`src/rtl/dmem_arbiter.sv`:
```
// Two-port (CPU/DMA) arbiter in front of a byte-lane data memory with synchronous read.
// The CPU wins conflicts, and the DMA port is forced through after STARVE_MAX consecutive losses.
module dmem_arbiter #(
   parameter int STARVE_MAX = 4
) (
   input  logic        clk,
   input  logic        rst_n,
   input  logic        c_req,
   input  logic [3:0]  c_wren,
   input  logic [7:0]  c_addr,
   input  logic [31:0] c_wdata,
   output logic        c_gnt,
   output logic        c_rvalid,
   output logic [31:0] c_rdata,
   input  logic        d_req,
   input  logic [3:0]  d_wren,
   input  logic [7:0]  d_addr,
   input  logic [31:0] d_wdata,
   output logic        d_gnt,
   output logic        d_rvalid,
   output logic [31:0] d_rdata,
   output logic [7:0]  mem_addr,
   output logic [31:0] mem_wdata,
   output logic [3:0]  mem_wren,
   input  logic [31:0] mem_rdata
);
   localparam logic [2:0] STARVE_LIM = 3'(STARVE_MAX);
   localparam logic [3:0] WREN_READ  = 4'b1111;

   logic [2:0]  starve_q;
   logic [2:0]  starve_d;
   logic        rd_pend_q;
   logic        rd_pend_d;
   logic        rd_dma_q;
   logic        rd_dma_d;
   logic [31:0] c_rdata_q;
   logic [31:0] d_rdata_q;
   logic        conflict_s;

   assign conflict_s = c_req & d_req;

   // Grant selection; reset masks both grants immediately.
   always_comb begin
      c_gnt = 1'b0;
      d_gnt = 1'b0;
      if (!rst_n) begin
         c_gnt = 1'b0;
         d_gnt = 1'b0;
      end else if (conflict_s) begin
         if (starve_q == STARVE_LIM) begin
            d_gnt = 1'b1;
         end else begin
            c_gnt = 1'b1;
         end
      end else begin
         c_gnt = c_req;
         d_gnt = d_req;
      end
   end

   // Memory port follows the granted requester in the grant cycle itself.
   always_comb begin
      mem_addr  = 8'h00;
      mem_wdata = 32'h0000_0000;
      mem_wren  = WREN_READ;
      if (c_gnt) begin
         mem_addr  = c_addr;
         mem_wdata = c_wdata;
         mem_wren  = c_wren;
      end else if (d_gnt) begin
         mem_addr  = d_addr;
         mem_wdata = d_wdata;
         mem_wren  = d_wren;
      end else begin
         mem_addr  = 8'h00;
         mem_wdata = 32'h0000_0000;
         mem_wren  = WREN_READ;
      end
   end

   // Starvation counter and pending-read bookkeeping.
   always_comb begin
      starve_d = starve_q;
      if (!d_req || d_gnt) begin
         starve_d = 3'd0;
      end else if (c_gnt && (starve_q < STARVE_LIM)) begin
         starve_d = starve_q + 3'd1;
      end else begin
         starve_d = starve_q;
      end
      rd_pend_d = (c_gnt && (c_wren == WREN_READ)) || (d_gnt && (d_wren == WREN_READ));
      rd_dma_d  = d_gnt;
   end

   // State registers; returned read data is captured so rdata holds between reads.
   always_ff @(posedge clk or negedge rst_n) begin
      if (!rst_n) begin
         starve_q  <= 3'd0;
         rd_pend_q <= 1'b0;
         rd_dma_q  <= 1'b0;
         c_rdata_q <= 32'h0000_0000;
         d_rdata_q <= 32'h0000_0000;
      end else begin
         starve_q  <= starve_d;
         rd_pend_q <= rd_pend_d;
         rd_dma_q  <= rd_dma_d;
         if (c_rvalid) begin
            c_rdata_q <= mem_rdata;
         end
         if (d_rvalid) begin
            d_rdata_q <= mem_rdata;
         end
      end
   end

   // Read data arrives from memory one cycle after the grant and is forwarded directly.
   assign c_rvalid = rd_pend_q & ~rd_dma_q;
   assign d_rvalid = rd_pend_q & rd_dma_q;
   assign c_rdata  = c_rvalid ? mem_rdata : c_rdata_q;
   assign d_rdata  = d_rvalid ? mem_rdata : d_rdata_q;

endmodule

```
`config.mk`:
```
export PLATFORM = sky130hd
export DESIGN_NAME = dmem_arbiter
export DESIGN_NICKNAME = d
export VERILOG_FILES = /design/src/rtl/dmem_arbiter.sv
export SDC_FILE = /design/constraint.sdc
export NUM_CORES = 1
export LEC_CHECK = 0
export CELL_PAD_IN_SITES_DETAIL_PLACEMENT = 0
export CELL_PAD_IN_SITES_GLOBAL_PLACEMENT = 1
export CORE_ASPECT_RATIO = 0.6
export CORE_UTILIZATION = 28
export CTS_BUF_LIST = sky130_fd_sc_hd__clkbuf_16
export DETAILED_ROUTE_END_ITERATION = 10
export GPL_ROUTABILITY_DRIVEN = 0
export PLACE_DENSITY = 0.86
export SLEW_MARGIN = 20
export SYNTH_ARGS = -nofsm -noshare
export SYNTH_HDL_FRONTEND = slang
export SYNTH_SLANG_ARGS = --single-unit
```
`constraint.sdc`:
```
create_clock -name clk -period 4.1 [get_ports clk]
set_clock_uncertainty 0.2 [all_clocks]
set_input_delay 0.82 -clock clk [delete_from_list [all_inputs] [get_ports clk]]
set_output_delay 0.82 -clock clk [all_outputs]
set_load 0.02 [all_outputs]
```
Word-level counts from Yosys, hierarchy flattened
Cells that the tools add are included.
Storage, ports and cells
  flip-flop bits (word level): 69
  input bits: 124
  output and inout port bits: 112
  logic and storage cells: 37
Operators by class
  add/subtract/negate cells: 1
  magnitude comparators: 1
  equality and inequality tests: 3
  mux-type cells: 16
  bitwise gates (word level): 4
  reductions and logical operators: 7
Operator list (count)
  $mux 32: 4
  $mux 8: 2
  $eq 4x4->1 const B: 2
  $mux 4: 2
  $mux 1: 6
  $mux 3: 2
  $add 3x1->3 const B: 1
  $and 1x1->1: 3
  $eq 3x3->1 const B: 1
  $logic_and 1x1->1: 3
  $lt 3x3->1 const B: 1
  $logic_or 1x1->1: 2
  $reduce_bool 2->1: 1
  $logic_not 1->1: 1
  $not 1->1: 1

Logic depth before layout (Yosys ltp)
Gate-level depths: netlist of run 1.
  depth in word-level cells: 7
  gate-level depth with buffers: 7
  gate-level depth less buffers: 6

Least setup slack after synthesis of run 1
No wires, ideal clock.
  kind: input to output
  from: input port c_req
  to: output port mem_wdata[18]
  arrival time: 1.537 ns
  required time: 3.080 ns
  slack: 1.543 ns
  cell stages on the path: 5
  buffers on the path: 1
  cell sequence: and2_4 -> nand2_4 -> inv_4 -> buf_6 -> a22o_1
Between the ends
  elaborated cells between the ends (all ways): 7
  those cells by class: mux: 6; bitwise: 1
RTL lines
  start: declaration: line 8  | input logic c_req,
  $and 1x1->1: line 40  | assign conflict_s = c_req & d_req;
  $mux 1 *: line 49  | end else if (conflict_s) begin
  $mux 1 *: line 46  | if (!rst_n) begin
  via c_gnt: line 12  | output logic c_gnt,
  $mux 32 *: line 66  | if (c_gnt) begin
  end: declaration: line 23  | output logic [31:0] mem_wdata,
Mark *: on every way through the listed nets, which the timed path passes. The rest lies on a longest branch.

Worst setup path in the final report of run 1
  from: input port c_req
  to: output port mem_wdata[20]
Between the ends
  word-level cells in the longest chain between the ends: 5
  elaborated cells between the ends (all ways): 7
  those cells by class: mux: 6; bitwise: 1
Ends and longest elaborated chain
  $and 1x1->1: line 40
  $mux 1: line 49
  $mux 1: line 46
  $mux 32: line 70  | end else if (d_gnt) begin
  $mux 32 *: line 66
Every way passes the cells marked *; elsewhere a longest branch is shown, timed or not.

==> flow_summary_export.csv, run 1 <==
group,metric,value,unit
setup_path,start_kind,"input pin",
hold_path,hold_path.class,"reg2reg",
sta,slew_headroom,0.405,
synthesis,synthMuxAreaShare,0.251,
synthesis,yosysUniqueCellTypes,29,
global_routing,overflow,0,
final_layout,n_fill_cell,1003,
final_layout,post-route-util,0.523,
sta,hold_viol,0,
synthesis,synth_top_area_cell,"dfrtp_1",
synthesis,async_flop_share,1.00,
floorplan,dieArea,12400,sq um
power,p_per_area,395,nW/um^2
synthesis,synth_compound_area_frac,0.124,
global_routing,grt_max_degree,71,
final_layout,regArea,1730,sq um
detailed_routing,first_pass_iters,4,
synthesis,synth-xor-area-share,0.00262,
place,dp_cells,601,
setup_path,crit_slowest_cell,"clkdlybuf4s50_1",
floorplan,floorplan.rows,30,
synthesis,syn_inst,218,
power,vdd_drop_max,0.000188,V
power,power.leakage,2.48,nW
clock_network,cts_hold_buf,0,
setup_path,cp_data_required_time,3080,ps
synthesis,ys_seq_area_frac,0.516,
global_routing,grt.total_usage,0.170,
global_routing,use_met2,0.265,
synthesis,netlist_area,3350,sq um
setup_path,critical_path_buf_inv_count,3,
synthesis,netlist_top_cells_count,"69 x dfrtp_1, 40 x a22o_1, 35 x mux2_2",
global_routing,grt_pass1_vias,2912,
place,place.port_buffers,235,
final_layout,fin_cells,615,
setup_path,path_common_cell,"clkdlybuf4s50_1",
hold_path,worstHoldStart,"c_rdata_q[27]",
synthesis,synth_adder_area_share,0.00748,
sta,max_slew.worst_pin.slew,893,ps
global_routing,grt.met3_usage,0.0691,
synthesis,ys_top_cells_by_area,"dfrtp_1 52%, mux2_4 13%, mux2_2 12%",
clock_network,cts_sinks,69,
final_layout,area.growth.synth_to_final,79.4,%
synthesis,synth.most_common_cell,"dfrtp_1",
clock_network,clk_path_buf_depth,2,
floorplan,die-width,143,um
detailed_routing,drt_wl_total,10.6,mm
floorplan,ioPinCount,236,
detailed_routing,avgViaCountPerCell,4.54,
synthesis,post_synth.cell_area_avg,15.4,sq um
synthesis,synth_nets,344,
setup_path,critical-path-top-delay-family,"buffers and inverters",
clock_network,insertion_delay,320,ps
synthesis,yosys.area_share.simple,0.0344,
global_routing,grt_busiest_layer,"met2",
detailed_routing,drt_first_iter_violations,64,
setup_path,critical_path.max_stage_delay,650,ps
clock_network,cts_buffers,9,
clock_network,cts_resized,0,
run_status,status,"complete, no violations",
setup_path,r2r_start,"rd_dma_q",
synthesis,ys_ff_latch,69,
sta,finalSetupViolCount,0,
synthesis,ys_warn_count,0,
synthesis,synthFlopType,"dfrtp_1",
detailed_routing,drtAntennaViolNets,0,
sta,fin_crit,3880,ps
clock_network,post_cts_buffers,0,
final_layout,fin_nets,578,
clock_network,cts_tree,"yes",
global_routing,grt_first_pass_wirelength,15.6,mm
synthesis,synth-edff-count,0,
setup_path,critical_path_class,"in2out",
setup_path,path_cells,"clkdlybuf4s50_1 > and2_4 > nand2_4 > inv_4 > a22o_1 > clkdlybuf4s50_1",
clock_network,path_clk_slew,50,ps
sta,slew_viol_final,0,
sta,period_share,0.946,
detailed_routing,post-route-drc-count,0,
floorplan,die_y,86.7,um
setup_path,critPathCaptureType,"output port",
setup_path,arrival,2860,ps
detailed_routing,wire_per_inst,17.2,um
setup_path,crit_fanout,41,
run,cap_violations,0,
global_routing,antenna_found_initial,0,
final_layout,antenna_cells,0,
clock_network,htreeDepth,3,
global_routing,grt_use_met1,0.218,
detailed_routing,num_vias,2790,
floorplan,initial_core_util,0.291,
synthesis,synth_top_cell_area_share,0.516,
sta,rsz0062_at_grt,"no",
clock_network,cts_root_buf,"clkbuf_16",
place,hpwl,8.08,mm
sta,fin_setup_tns,0,ps
sta,fmax,258,MHz
final_layout,multi_input_area,1420,sq um
synthesis,synth_top_family_by_area,"multiplexers",
floorplan,fp.coreArea,11500,sq um
setup_path,setup.worst_path.start,"c_req",
final_layout,final_layout_size_suffix_gt1_frac,0.215,
## where the power goes
| group | internal, mW | switching [mW] |
|---|---|---|
| Clock | 0.398 | 0.272 |
| Combinational | 0.492 | 0.383 |
| Sequential | 0.797 | 0.0299 |
| Total | 1.69 | 0.686 |
## final timing paths
path / end / slack (ps) / depth (start not counted)
min in group asynchronous: c_rdata_q[10] / 540 / 2
worst min-delay path: c_rdata_q[27] / 290 / 1
worst max-delay path: mem_wdata[20] / 220 / 6
worst min register to register: c_rdata_q[27] / 290 / 1
worst max register to register: d_rdata_q[15] / 2290 / 2
max in group asynchronous: c_rdata_q[29] / 2570 / 2
## stage by stage
step / instance area [sq um] / hold WS [ps] / power [mW] / setup WS (ps)
6_report: 6000 / 288 / 2.37 / 220
4_1_cts: 6000 / 293 / 2.41 / 222
3_5_place_dp: 5750 / 279 / 1.72 / 215
3_3_place_gp: 5750 / 276 / 1.71 / 263
2_1_floorplan: 3350 / 323 / 1.26 / 1540
5_1_grt: 6000 / 302 / 2.49 / 134
## layout by cell type, fill, tap and decap left out, drive strengths merged, types with 2 or more instances in the layout
cell	n
mux2	65
dfrtp	69
a22o	40
and3	2
clkinvlp	2
clkbuf	9
clkinv	4
nand3	2
nand2	4
clkdlybuf4s50	234
buf	4
inv	4
ha	2
o22a	4
## registers in the layout, indices dropped and copies added (netlist names)
| signal | flops |
|---|---|
| d_rdata_q | 32 |
| c_rdata_q | 32 |
| rd_pend_q | 1 |
| starve_q | 3 |
| rd_dma_q | 1 |
## logic make-up after synthesis
| kind of cell | Yosys count |
|---|---|
| xor+xnor | 1 |
| flops | 69 |
| fa+ha+maj | 2 |
| simple gates | 14 |
| compound gates | 47 |
| mux | 65 |
| buf+inv | 20 |
## worst reg2reg max path, stage by stage, from the launching register on
cell	delay, ps
dfrtp_1	410
nand2_2	640
mux2_2	450
## metal layers
layer  wire [um]  up-vias  share of wire
met1        4660     1371           0.44
met5           0        -              0
met2        4930      122           0.47
li1            -     1288              -
met3         929        9          0.088
met4          64        0         0.0060
## cell type report
type                            count  share of cell area
Timing Repair Buffer              238               0.395
Clock buffer                        9              0.0375
Clock inverter                      5             0.00500
Inverter                            5             0.00563
Multi-Input combinational cell    129               0.236
Tap cell                          160              0.0333
Sequential cell                    69               0.288
No activity file was read; power rests on OpenSTA's default activity.
==> run 2: changes to the inputs <==
--- a/config.mk
+++ b/config.mk
@@ -5,6 +5,7 @@
 export SDC_FILE = /design/constraint.sdc
 export NUM_CORES = 1
 export LEC_CHECK = 0
+export CAP_MARGIN = 10
 export CELL_PAD_IN_SITES_DETAIL_PLACEMENT = 0
 export CELL_PAD_IN_SITES_GLOBAL_PLACEMENT = 1
 export CORE_ASPECT_RATIO = 0.6
==> results of run 2 <==
Same layout as run 1: the final DEF is identical, and so are final timing and power.
